==> config.mk <==
export PLATFORM = sky130hd
export DESIGN_NAME = uart_wb_master
export DESIGN_NICKNAME = d
export VERILOG_FILES = /design/src/rtl/uart_wb_pkg.sv /design/src/rtl/uart_wb_master.sv
export SDC_FILE = /design/constraint.sdc
export NUM_CORES = 1
export LEC_CHECK = 0
export ABC_AREA = 1
export CAP_MARGIN = 40
export CORE_ASPECT_RATIO = 2
export CORE_MARGIN = 2
export CORE_UTILIZATION = 55
export CTS_BUF_LIST = sky130_fd_sc_hd__clkbuf_8
export CTS_CLUSTER_DIAMETER = 100
export CTS_CLUSTER_SIZE = 8
export DETAILED_ROUTE_END_ITERATION = 8
export GPL_TIMING_DRIVEN = 1
export PLACE_DENSITY = 0.92
export SYNTH_ARGS = -nofsm -noshare
export SYNTH_HDL_FRONTEND = slang
export SYNTH_SLANG_ARGS = --single-unit
==> constraint.sdc <==
create_clock -name clk -period 8.3 [get_ports clk]
set_input_delay 0.83 -clock clk [delete_from_list [all_inputs] [get_ports clk]]
set_output_delay 0.83 -clock clk [all_outputs]
set_load 0.02 [all_outputs]
==> src/rtl/uart_wb_pkg.sv <==
// Shared definitions for the UART-to-Wishbone debug bridge.
// Holds the FSM state encoding, the default command/response bytes and a
// constant helper used to size the shared timeout counter.
package uart_wb_pkg;

  typedef enum logic [2:0] {
    S_IDLE,
    S_ADDR,
    S_DATA,
    S_BUS,
    S_RESP,
    S_TX_SEND,
    S_TX_GAP,
    S_TX_WAIT
  } state_t;

  localparam logic [7:0] CMD_WRITE_DEF = 8'h57;  // 'W'
  localparam logic [7:0] CMD_READ_DEF  = 8'h52;  // 'R'
  localparam logic [7:0] RESP_OK_DEF   = 8'h4B;  // 'K'
  localparam logic [7:0] RESP_ERR_DEF  = 8'h45;  // 'E'

  function automatic int max_int(input int a, input int b);
    return (a > b) ? a : b;
  endfunction

endpackage

==> src/rtl/uart_wb_master.sv <==
// uart_wb_master: decodes byte commands from a UART receiver and runs single
// Wishbone read/write cycles, answering through a UART transmitter.
//   Write frame: CMD_WRITE A3 A2 A1 A0 D3 D2 D1 D0  -> reply RESP_OK
//   Read frame : CMD_READ  A3 A2 A1 A0              -> reply D3 D2 D1 D0
//   Bus timeout                                     -> reply RESP_ERR
// Ports:
//   clk, rst            clock, asynchronous active-high reset
//   rx_valid_i/rx_data_i received byte strobe and value
//   tx_en_o/tx_data_o   transmit start pulse and byte, tx_busy_i from the TX core
//   cyc_o/stb_o/we_o/addr_o/data_o  Wishbone initiator outputs
//   data_i/ack_i        Wishbone read data and acknowledge
//   busy_o              high whenever a command is in progress
module uart_wb_master
  import uart_wb_pkg::*;
#(
  parameter int         BUS_TIMEOUT   = 1024,
  parameter int         FRAME_TIMEOUT = 250000,
  parameter logic [7:0] CMD_WRITE     = CMD_WRITE_DEF,
  parameter logic [7:0] CMD_READ      = CMD_READ_DEF,
  parameter logic [7:0] RESP_OK       = RESP_OK_DEF,
  parameter logic [7:0] RESP_ERR      = RESP_ERR_DEF
) (
  input  logic        clk,
  input  logic        rst,
  input  logic        rx_valid_i,
  input  logic [7:0]  rx_data_i,
  output logic        tx_en_o,
  output logic [7:0]  tx_data_o,
  input  logic        tx_busy_i,
  output logic        cyc_o,
  output logic        stb_o,
  output logic        we_o,
  output logic [31:0] addr_o,
  output logic [31:0] data_o,
  input  logic [31:0] data_i,
  input  logic        ack_i,
  output logic        busy_o
);

  localparam int CNT_W = $clog2(max_int(BUS_TIMEOUT, FRAME_TIMEOUT) + 1);

  state_t             r_state;
  state_t             w_next;
  logic [CNT_W-1:0]   r_cnt;
  logic [1:0]         r_bcnt;
  logic               r_we;
  logic               r_err;
  logic               r_cyc;
  logic [31:0]        r_addr;
  logic [31:0]        r_wdata;
  logic [31:0]        r_txq;
  logic [1:0]         r_left;

  logic w_last_byte;
  logic w_bus_to;
  logic w_frame_to;
  logic w_in_frame;

  assign w_last_byte = (r_bcnt == 2'd3);
  assign w_bus_to    = (r_cnt == CNT_W'(BUS_TIMEOUT - 1));
  assign w_frame_to  = (r_cnt == CNT_W'(FRAME_TIMEOUT - 1));
  assign w_in_frame  = (r_state == S_ADDR) || (r_state == S_DATA);

  // cyc and stb are one flop, so stb can never appear without cyc.
  assign cyc_o     = r_cyc;
  assign stb_o     = r_cyc;
  assign we_o      = r_we;
  assign addr_o    = r_addr;
  assign data_o    = r_wdata;
  assign tx_data_o = r_txq[31:24];
  assign busy_o    = (r_state != S_IDLE);
  // Combinational so the pulse appears in the first TX_SEND cycle with the
  // transmitter idle (two cycles after ack).
  assign tx_en_o   = (r_state == S_TX_SEND) && !tx_busy_i;

  always_comb begin
    w_next = r_state;
    case (r_state)
      S_IDLE: begin
        if (rx_valid_i && ((rx_data_i == CMD_WRITE) || (rx_data_i == CMD_READ)))
          w_next = S_ADDR;
      end
      S_ADDR: begin
        // A byte arriving on the expiry cycle still counts.
        if (rx_valid_i) begin
          if (w_last_byte) w_next = r_we ? S_DATA : S_BUS;
        end else if (w_frame_to) begin
          w_next = S_IDLE;
        end
      end
      S_DATA: begin
        if (rx_valid_i) begin
          if (w_last_byte) w_next = S_BUS;
        end else if (w_frame_to) begin
          w_next = S_IDLE;
        end
      end
      S_BUS: begin
        if (ack_i || w_bus_to) w_next = S_RESP;
      end
      S_RESP:    w_next = S_TX_SEND;
      S_TX_SEND: if (!tx_busy_i) w_next = S_TX_GAP;
      S_TX_GAP:  w_next = S_TX_WAIT;
      S_TX_WAIT: begin
        if (!tx_busy_i) w_next = (r_left == 2'd0) ? S_IDLE : S_TX_SEND;
      end
      default:   w_next = S_IDLE;
    endcase
  end

  always_ff @(posedge clk or posedge rst) begin
    if (rst) begin
      r_state <= S_IDLE;
      r_cnt   <= '0;
      r_bcnt  <= '0;
      r_we    <= 1'b0;
      r_err   <= 1'b0;
      r_cyc   <= 1'b0;
      r_addr  <= '0;
      r_wdata <= '0;
      r_txq   <= '0;
      r_left  <= '0;
    end else begin
      r_state <= w_next;
      r_cyc   <= (w_next == S_BUS);

      // One counter serves both the inter-byte and the bus-ack timeouts.
      if ((w_next != r_state) || (w_in_frame && rx_valid_i))
        r_cnt <= '0;
      else if (w_in_frame || (r_state == S_BUS))
        r_cnt <= r_cnt + CNT_W'(1);

      case (r_state)
        S_IDLE: begin
          if (w_next == S_ADDR) begin
            r_we   <= (rx_data_i == CMD_WRITE);
            r_bcnt <= 2'd0;
            r_err  <= 1'b0;
          end
        end
        S_ADDR: begin
          if (rx_valid_i) begin
            r_addr <= {r_addr[23:0], rx_data_i};
            r_bcnt <= r_bcnt + 2'd1;
          end
        end
        S_DATA: begin
          if (rx_valid_i) begin
            r_wdata <= {r_wdata[23:0], rx_data_i};
            r_bcnt  <= r_bcnt + 2'd1;
          end
        end
        S_BUS: begin
          // Read data lands directly in the response queue.
          if (ack_i) begin
            if (!r_we) r_txq <= data_i;
          end else if (w_bus_to) begin
            r_err <= 1'b1;
          end
        end
        S_RESP: begin
          if (r_err) begin
            r_txq  <= {RESP_ERR, 24'h0};
            r_left <= 2'd0;
          end else if (r_we) begin
            r_txq  <= {RESP_OK, 24'h0};
            r_left <= 2'd0;
          end else begin
            r_left <= 2'd3;
          end
        end
        S_TX_WAIT: begin
          if (!tx_busy_i && (r_left != 2'd0)) begin
            r_txq  <= {r_txq[23:0], 8'h00};
            r_left <= r_left - 2'd1;
          end
        end
        default: ;
      endcase
    end
  end

endmodule

==> results of run 1 <==
==> synth_stat cells (9+ instances only) <==
cell type / number
dfrtp_1: 124
xor2_1: 14
a31oi_1: 16
nand3_1: 28
o21ai_0: 60
buf_2: 10
inv_2: 9
nor2_4: 13
nand2_2: 9
inv_1: 58
nor2_1: 55
clkbuf_1: 10
buf_4: 9
nand2_1: 213
==> cell families (layout without fill, tap and decap cells) <==
group	count (synthesis)	after routing	synth area share [%]
AND/OR/NAND/NOR	344	344	26.39
flip-flops	124	124	53.52
buffers and inverters	101	223	8.028
AO/OA/AOI/OAI	96	96	8.977
XOR/XNOR	15	15	2.266
adder cells (fa/ha/maj)	3	3	0.6475
multiplexers	1	1	0.1726
==> sequential cells by signal, summed over array words and instances, names as in the netlist <==
name and count:
r_left 2, addr_o 32, we_o 1, r_err 1, r_bcnt 2, data_o 32, r_txq 32, r_state 3
r_cnt 18, cyc_o 1
==> cell type report <==
type	count	area share, %
Clock buffer	18	3.324
Clock inverter	13	2.586
Inverter	67	3.408
Multi-Input combinational cell	459	29.99
Sequential cell	124	41.64
Tap cell	137	2.300
Timing Repair Buffer	125	16.76
==> placed cells by master (no fill, tap or decap), types with 4 or more instances in the layout <==
master and n:
nor3_1 7, xor2_1 14, a31oi_1 16, nand2_1 213
nor2_4 13, o21ai_0 60, nor2_1 53, nand4_1 8
dfrtp_1 124, a21oi_1 6, clkinvlp_4 4, clkdlybuf4s50_1 121
inv_2 9, inv_1 57, clkbuf_8 18, bufinv_16 4
nand2_2 9, nand3_1 28, nor2_2 5, o21ai_1 7
==> per-layer routing <==
layer | routed length (µm) | GRT usage, % | vias to the layer above
li1 | - | - | 2390
met4 | 792 | 17.00 | 0
met3 | 786 | 5.085 | 70
met1 | 5247 | 29.02 | 2488
met2 | 8237 | 49.65 | 263
met5 | 0 | 0 | -
==> power by group <==
part           switching, mW  total [mW]  internal (mW)
clock                  0.244       0.580          0.336
combinational          0.799        1.29          0.495
sequential             0.162        1.00          0.840
total                   1.21        2.88           1.67
==> path summary, 6_finish.rpt <==
check	cells past startpoint	from	to	slack (ns)
worst max-delay path	3	tx_busy_i	tx_en_o	5.32
worst min-delay path	2	r_txq[27]$_DFFE_PP0P_	r_txq[27]$_DFFE_PP0P_	0.49
worst max register to register	10	r_state[1]$_DFF_PP0_	r_txq[12]$_DFFE_PP0P_	5.94
worst min register to register	2	r_txq[27]$_DFFE_PP0P_	r_txq[27]$_DFFE_PP0P_	0.49
max in group asynchronous	3	rst	r_state[0]$_DFF_PP0_	6.16
min in group asynchronous	2	rst	data_o[20]$_DFFE_PP0P_	0.87
==> tightest hold or removal path: stages (launching register included) <==
cell	delay (ns)
dfrtp_1	0.35
nand2_1	0.05
o21ai_0	0.05
==> stage by stage <==
step                std cells  util, %  cell area [µm²]
floorplan                 684        -             5798
global placement          911    67.20             6997
detailed placement        912    67.35             7012
CTS                       943    71.58             7452
global route              943    71.58             7452
finish                    943    71.58             7452
==> metrics.yaml, run 1 <==
global_route:
  grtUsageTotal_pct: 27.38
  vias_in_the_first_global_route: 5219
  grt_pass1_wl_um: 24500
  largest_net_degree_at_the_start_of_global_routing: 65
  gr-total-overflow: 0
  antenna_found_initial: 0
sta:
  tns_ns: 0
  grt_setup_unrepaired: "false"
  fin_skew_ns: 0.01029
  timing.final.crit_period_ns: 2.984
  maxSlewHeadroom_pct: 39.48
  postLayoutSetupSlackWorst_ns: 5.316
  finalCritPeriodShare_pct: 35.95
  maxSlewViolCount: 0
  hold_viol_final: 0
  finalSetupViolations: 0
  achievable_frequency_mhz: 335.2
  max_slew.worst_pin.slew_ns: 0.9068
  finalHoldWorstSlack_ns: 0.4882
synth:
  synth.lib_cells_used.distinct: 35
  netlist_area_um2: 5798
  mapped_nets: 732
  yosysWarningCount: 0
  dominantRegCellSynth: "dfrtp_1"
  yosys-top-cells-area: "dfrtp_1, nand2_1, o21ai_0"
  async_reset_ff_share_pct: 100.0
  yosysSeqAreaShare_pct: 53.52
  number_of_enable_flip_flop_cells_after_synthesis: 0
  synthCells: 684
  yosysTopAreaCellShare_pct: 53.52
  library_cell_with_the_largest_summed_area_after_synthesis: "dfrtp_1"
  avgSynthCellArea_um2: 8.477
  synth-seq-cells: 124
clock_network:
  cts-root-buf: "clkbuf_8"
  post_cts_setup_bufs: 0
  cts_repair_resize_count: 0
  clock_sinks: 124
  cts_max_path_buffers: 2
  cts.clk_slew.worst_paths_ns: 0.07
  cts_tree: "built"
  cts_max_level: 4
  worst_skew_pair.late_latency_ns: 0.44
  cts_inserted_buffers: 17
  holdBufCountCts: 0
routing:
  detail_route.wl_per_cell_um: 15.97
  drt_iter0_markers: 439
  antenna_left: 0
  routed-via-count: 5211
  drt_first_pass_iters: 5
  drc_errors: 0
  routed_via_count_divided_by_cell_count: 5.526
  wl_um: 15060
critical_path:
  critPathArrivalTime_ns: 2.15
  cp_data_required_time_ns: 7.47
  critPathLaunchType: "input pin"
  critical-path-top-cell-by-count: "clkdlybuf4s50_1"
  worst_setup_path_end_kind: "output port"
  critical-path-top-delay-family: "buffers and inverters"
  path_class: "in -> out"
  crit_path_max_fanout: 4
  critPathBufInv: 2
  crit_path_max_incr_delay_ns: 0.63
  timing.critical_path.slowest_stage_cell: "clkdlybuf4s50_1"
  path_cells: "clkdlybuf4s50_1, nor3_1, clkdlybuf4s50_1"
cells_and_area:
  fillers: 723
  fin_nets: 842
  multi_input_comb_area_um2: 2235
  num_antenna_cells: 0
  ff_latch_area_um2: 3103
  area_delta_synth_final_pct: 28.53
  drive_above_1_share_pct: 9.429
floorplanning:
  placementRows: 53
  initial_utilization_pct: 55.69
  die_area_um2: 11430
  floorplan.die.width_um: 76.60
  floorplan.core_area_um2: 10410
  design.portCount: 122
  die_y_um: 149.2
place:
  port_buffers: 121
  pre_cts_ws_ns: 5.335
  dp_hpwl_um: 10520
  placer_congestion_estimate: 0.8675
power_and_ir_drop:
  p_per_area_nw_per_um2: 386.0
  ir_worst_vdd_uv: 221.0
  power.total_mw: 2.876
  p_leak_nw: 3.367
worst_hold_path:
  timing.hold.worst.class: "reg -> reg"
outcome:
  outcome: "complete, no violations"
run:
  drv_cap: 0
No activity file was read; power rests on OpenSTA's default activity.
==> run 2: changes to the inputs <==
- CORE_UTILIZATION: 55 -> 48
- PLACE_DENSITY: 0.92 -> 0.86
- clock period: 8.3 -> 2.7 ns (I/O delays scaled with it)
==> run 2 against run 1 <==
Compared with the run above:
- clock power increased to 3.3 times the previous value
- power increased to 3.1 times the previous value
- final area increased by 1.5%
- clock skew increased by 0.0029 ns
- critical path depth increased by 2
- combinational power increased to 3.1 times the previous value
- hold slack got worse by 0.24 ns
- largest cell class unchanged
- utilization decreased by 7.3 points
==> metrics.yaml, run 2 (synthesis results as in run 1) <==
outcome:
  outcome: "complete, no violations"
sta:
  finalSetupViolations: 0  # unchanged
  tns_ns: 0  # unchanged
  max_slew.worst_pin.slew_ns: 0.6135  # -0.2933 ns
  postLayoutSetupSlackWorst_ns: 0.4850  # -4.831 ns
  finalCritPeriodShare_pct: 82.04
  achievable_frequency_mhz: 451.5
  hold_viol_final: 0  # unchanged
  maxSlewViolCount: 0  # unchanged
  timing.final.crit_period_ns: 2.215
  grt_setup_unrepaired: "false"
  maxSlewHeadroom_pct: 59.02  # +20 points
  fin_skew_ns: 0.01317  # +0.002882 ns
routing:
  routed-via-count: 4903  # -5.9%
  routed_via_count_divided_by_cell_count: 5.134  # -7.1%
  detail_route.wl_per_cell_um: 14.57  # -8.8%
  wl_um: 13920  # -7.6%
  antenna_left: 0  # unchanged
  drt_first_pass_iters: 4  # -1
  drc_errors: 0  # unchanged
  drt_iter0_markers: 372  # -15%
place:
  port_buffers: 121  # unchanged
  detailed_place.area_um2: 7103  # +1.3%
  pre_cts_ws_ns: 0.5319  # -4.803 ns
  dp_hpwl_um: 9878  # -6.1%
  placer_congestion_estimate: 0.9148  # +5.5%
cells_and_area:
  final_cell_mix: "nand2_1, dfrtp_1, clkdlybuf4s50_1"
  post_route_design_area_um2: 7564  # +1.5%
  area_delta_synth_final_pct: 30.45
  fin_nets: 846  # +0.48%
  layout_commonest_cell: "nand2_1"
  num_antenna_cells: 0  # unchanged
  drive_above_1_share_pct: 9.877  # +0.45 points
critical_path:
  crit_path_max_incr_delay_ns: 0.53  # -0.10 ns
  critPathBufInv: 3  # +1
  reg2regPathDepth: 10  # unchanged
  cp_data_required_time_ns: 2.43  # -5.04 ns
  path_class: "reg -> out"
  crit_path_max_fanout: 5  # +1
  timing.critical_path.slowest_stage_cell: "clkdlybuf4s50_1"
  cp.depth: 5  # +2
  path_cells: "inv_1, nand2_1, nor2_1, inv_1, clkdlybuf4s50_1"
  critPathLaunchType: "register"
  critical-path-top-delay-family: "buffers and inverters"
  critical-path-top-cell-by-count: "inv_1"
  critPathArrivalTime_ns: 1.94  # -0.21 ns
  worst_setup_path_end_kind: "output port"
global_route:
  grtUsageTotal_pct: 22.96  # -4.4 points
  gr-total-overflow: 0  # unchanged
  largest_net_degree_at_the_start_of_global_routing: 54  # -17%
  grt_pass1_wl_um: 23180  # -5.4%
  antenna_found_initial: 0  # unchanged
  vias_in_the_first_global_route: 5029  # -3.6%
clock_network:
  holdBufCountCts: 0  # unchanged
  cts_inserted_buffers: 17  # unchanged
  cts_repair_resize_count: 0  # unchanged
  cts.clk_slew.worst_paths_ns: 0.08  # about the same
  post_cts_setup_bufs: 0  # unchanged
  cts_tree: "built"
  cts_max_path_buffers: 2  # unchanged
  cts_max_level: 4  # unchanged
  worst_skew_pair.late_latency_ns: 0.44  # about the same
  cts-root-buf: "clkbuf_8"
  clock_sinks: 124  # unchanged
floorplanning:
  design.portCount: 122  # unchanged
  floorplan.die.width_um: 81.72  # +6.7%
  floorplan.core_area_um2: 11770  # +13%
  die_area_um2: 13030  # +14%
  initial_utilization_pct: 49.26  # -6.4 points
  placementRows: 56  # +5.7%
  die_y_um: 159.4  # +6.9%
power_and_ir_drop:
  p_per_area_nw_per_um2: 1189  # +210%
  ir_worst_vdd_uv: 852.8  # +290%
  p_leak_nw: 3.427  # +1.8%
  power.total_mw: 8.993  # +210%
run:
  drv_cap: 0  # unchanged
worst_hold_path:
  timing.hold.worst.class: "in -> async"
## run 2: final timing paths
path	start	end	slack, ns
min in group clk	data_i[29]	r_txq[29]$_DFFE_PP0P_	0.40
max	r_state[1]$_DFF_PP0_	busy_o	0.49
max reg2reg	r_state[1]$_DFF_PP0_	r_txq[28]$_DFFE_PP0P_	0.57
min reg2reg	addr_o[31]$_DFFE_PP0P_	addr_o[31]$_DFFE_PP0P_	0.49
max in group asynchronous	rst	r_cnt[5]$_DFFE_PP0P_	1.79
min	rst	data_o[25]$_DFFE_PP0P_	0.25
## run 2: area by class of cell
class | count | area, µm²
inverter | 67 | 255.2
timing repair buffer | 129 | 1329
sequential | 124 | 3103
clock buffer | 18 | 247.7
clock inverter | 13 | 212.7
tap | 145 | 181.4
fill | 902 | 4208
multi-input combinational | 459 | 2235
## run 2: through the flow
stage                     hold slack (ns)  util [%]  std cells
after floorplan                    0.3869         -        684
after global placement             0.4591     60.11        923
after detailed placement           0.4699     60.34        924
after CTS                          0.2545     64.25        955
after global routing               0.2679     64.25        955
final                              0.2502     64.25        955
## run 2: layer usage
metal	global-route usage [%]	wire, µm	up-vias
met4	13.48	652	0
met1	23.86	4980	2307
li1	-	-	2395
met5	0	0	-
met2	40.42	7635	155
met3	5.215	648	46
## run 2: where the power goes
group	switching, mW	total (mW)	leakage (nW)	internal [mW]
Sequential	0.474	3.06	1.59	2.58
Clock	0.757	1.89	0.234	1.13
Combinational	2.43	4.05	1.61	1.62
Total	3.66	8.99	3.43	5.33
==> run 3: changes to the inputs <==
- CORE_UTILIZATION: 48 -> 53
- PLACE_DENSITY: 0.86 -> 0.9
- clock period: 2.7 -> 2.2 ns (I/O delays scaled with it)
==> run 3 against run 2 <==
Compared with the run above:
- count of clock-buffer cells in the layout fell by 1
- highest routed layer unchanged
- first-iteration DRC count decreased by 20%
- via count rose by 1.9%
- routed wire length is 2.4% lower
- largest power group unchanged
==> metrics.yaml, run 3 (synthesis results as in run 1) <==
cells_and_area:
  area_delta_synth_final_pct: 29.82
  post_route_design_area_um2: 7527  # -0.48%
  fillers: 815  # -9.6%
  num_antenna_cells: 0  # unchanged
  fin_nets: 847  # +0.12%
  fin_cells: 952  # -0.31%
  final_cell_mix: "nand2_1, dfrtp_1, clkdlybuf4s50_1"
  utilization_pct: 69.63  # +5.4 points
  layout_commonest_cell: "nand2_1"
  drive_above_1_share_pct: 10.10  # +0.22 points
clock_network:
  post_cts_setup_bufs: 0  # unchanged
  worst_skew_pair.late_latency_ns: 0.43  # about the same
  cts_max_level: 4  # unchanged
  cts-root-buf: "clkbuf_8"
  cts_max_path_buffers: 2  # unchanged
  clock_sinks: 124  # unchanged
  cts_repair_resize_count: 0  # unchanged
  holdBufCountCts: 0  # unchanged
  cts.clk_slew.worst_paths_ns: 0.08  # about the same
  cts_inserted_buffers: 17  # unchanged
  cts_tree: "built"
sta:
  finalSetupViolations: 0  # unchanged
  postLayoutSetupSlackWorst_ns: 0.2295  # -0.2555 ns
  maxSlewViolCount: 0  # unchanged
  achievable_frequency_mhz: 507.5
  timing.final.crit_period_ns: 1.970
  finalCritPeriodShare_pct: 89.57
  maxSlewHeadroom_pct: 64.70  # +5.7 points
  grt_setup_unrepaired: "false"
  max_slew.worst_pin.slew_ns: 0.5287  # -0.08479 ns
  tns_ns: 0  # unchanged
  finalHoldWorstSlack_ns: 0.1187  # -0.1315 ns
  fin_skew_ns: 0.008097  # -0.005077 ns
  hold_viol_final: 0  # unchanged
critical_path:
  timing.critical_path.slowest_stage_cell: "dfrtp_1"
  critPathBufInv: 3  # unchanged
  critPathLaunchType: "register"
  critical-path-top-delay-family: "buffers and inverters"
  crit_path_max_incr_delay_ns: 0.43  # -0.10 ns
  path_class: "reg -> reg"
  critPathArrivalTime_ns: 2.32  # +0.38 ns
  worst_setup_path_end_kind: "register"
  critical-path-top-cell-by-count: "nand2_1"
  crit_path_max_fanout: 20  # +15
  path_cells: "nand2_1, nor2_1, inv_1, nand2_1, inv_1, buf_12, nand2_1, o21ai_0, nand2_1, o21ai_0"
  cp_data_required_time_ns: 2.55  # +0.12 ns
power_and_ir_drop:
  ir_worst_vdd_uv: 885.9  # +3.9%
  clkPwrFrac_pct: 19.5  # -1.5 points
  p_seq_share_pct: 35.0  # +1.0 points
  power_frac_comb_pct: 45.5  # +0.4 points
  power.switching_mw: 4.515  # +23%
  p_leak_nw: 3.421  # -0.16%
  p_per_area_nw_per_um2: 1434  # +21%
  cellInternalPower_mw: 6.282  # +18%
  power.total_mw: 10.80  # +20%
  power.share.switching_pct: 41.82  # +1.1 points
global_route:
  top_usage_layer: "met2"
  grt_pass1_wl_um: 23060  # -0.54%
  gr-usage-met3_pct: 5.582  # +0.37 points
  vias_in_the_first_global_route: 4918  # -2.2%
  antenna_found_initial: 0  # unchanged
  grtUsageTotal_pct: 24.52  # +1.6 points
  largest_net_degree_at_the_start_of_global_routing: 63  # +17%
  gr-total-overflow: 0  # unchanged
  globalRouteMet2Util_pct: 42.82  # +2.4 points
  use_met1_pct: 27.74  # +3.9 points
outcome:
  outcome: "complete, no violations"
place:
  detailed_place.area_um2: 7097  # about the same
  placer_congestion_estimate: 0.9437  # +3.2%
  dp_hpwl_um: 9718  # -1.6%
  port_buffers: 121  # unchanged
  dp.cells: 920  # -0.43%
  pre_cts_ws_ns: 0.1333  # -0.3985 ns
worst_hold_path:
  timing.hold.worst.class: "in -> async"
floorplanning:
  placementRows: 54  # -3.6%
  initial_utilization_pct: 53.63  # +4.4 points
  design.portCount: 122  # unchanged
  floorplan.die.width_um: 77.96  # -4.6%
  die_area_um2: 11840  # -9.1%
  die_y_um: 151.9  # -4.7%
  floorplan.core_area_um2: 10810  # -8.2%
routing:
  routed-via-count: 4995  # +1.9%
  routed_via_count_divided_by_cell_count: 5.247  # +2.2%
  wl_um: 13590  # -2.4%
  drt_first_pass_iters: 5  # +1
  antenna_left: 0  # unchanged
  drc_errors: 0  # unchanged
  detail_route.wl_per_cell_um: 14.27  # -2.1%
  drt_iter0_markers: 299  # -20%
run:
  drv_cap: 0  # unchanged
## run 3: changes by cell type in the layout (fill, tap and decap cells not counted), sizes merged
cell           previous run  this run
clkdlybuf4s50           121       119
dlymetal6s2s              0         2
bufinv                    5         3
clkinvlp                  1         4
clkbuf                   18        17
clkinv                    5         3
buf                       8         9
inv                      69        72
## run 3: metal layers
metal | part of all wire [%] | vias to the layer above
met5 | 0 | -
met4 | 4.1 | 0
met3 | 3.9 | 49
met2 | 55 | 160
met1 | 37 | 2388
li1 | - | 2398
## run 3: path summary, 6_finish.rpt
check / from / end / slack, ns / cells past startpoint
min reg2reg: data_o[31]$_DFFE_PP0P_ / data_o[31]$_DFFE_PP0P_ / 0.48 / 2
max in group asynchronous: rst / r_cnt[13]$_DFFE_PP0P_ / 1.44 / 3
max reg2reg: r_state[1]$_DFF_PP0_ / r_txq[15]$_DFFE_PP0P_ / 0.23 / 10
max: r_state[1]$_DFF_PP0_ / r_txq[15]$_DFFE_PP0P_ / 0.23 / 10
min in group clk: data_i[24] / r_txq[24]$_DFFE_PP0P_ / 0.36 / 3
min: rst / data_o[25]$_DFFE_PP0P_ / 0.12 / 2
## run 3: final cells by class
class | count | area, µm² | area share (%)
clock inverters | 15 | 188.9 | 2.510
flip-flops and latches | 124 | 3103 | 41.22
clock buffers | 17 | 234.0 | 3.108
repair buffers | 130 | 1334 | 17.72
well taps | 140 | 175.2 | 2.327
multi-input cells | 459 | 2237 | 29.72
inverters | 67 | 255.2 | 3.391
## run 3: power by group through the flow
stage	combinational, mW	clock (mW)	sequential (mW)
after floorplan	2.68	0	4.28
after global placement	4.79	0	3.75
after detailed placement	4.91	0	3.80
after CTS	4.95	2.14	3.77
after global routing	5.42	2.25	3.87
final	4.92	2.10	3.78
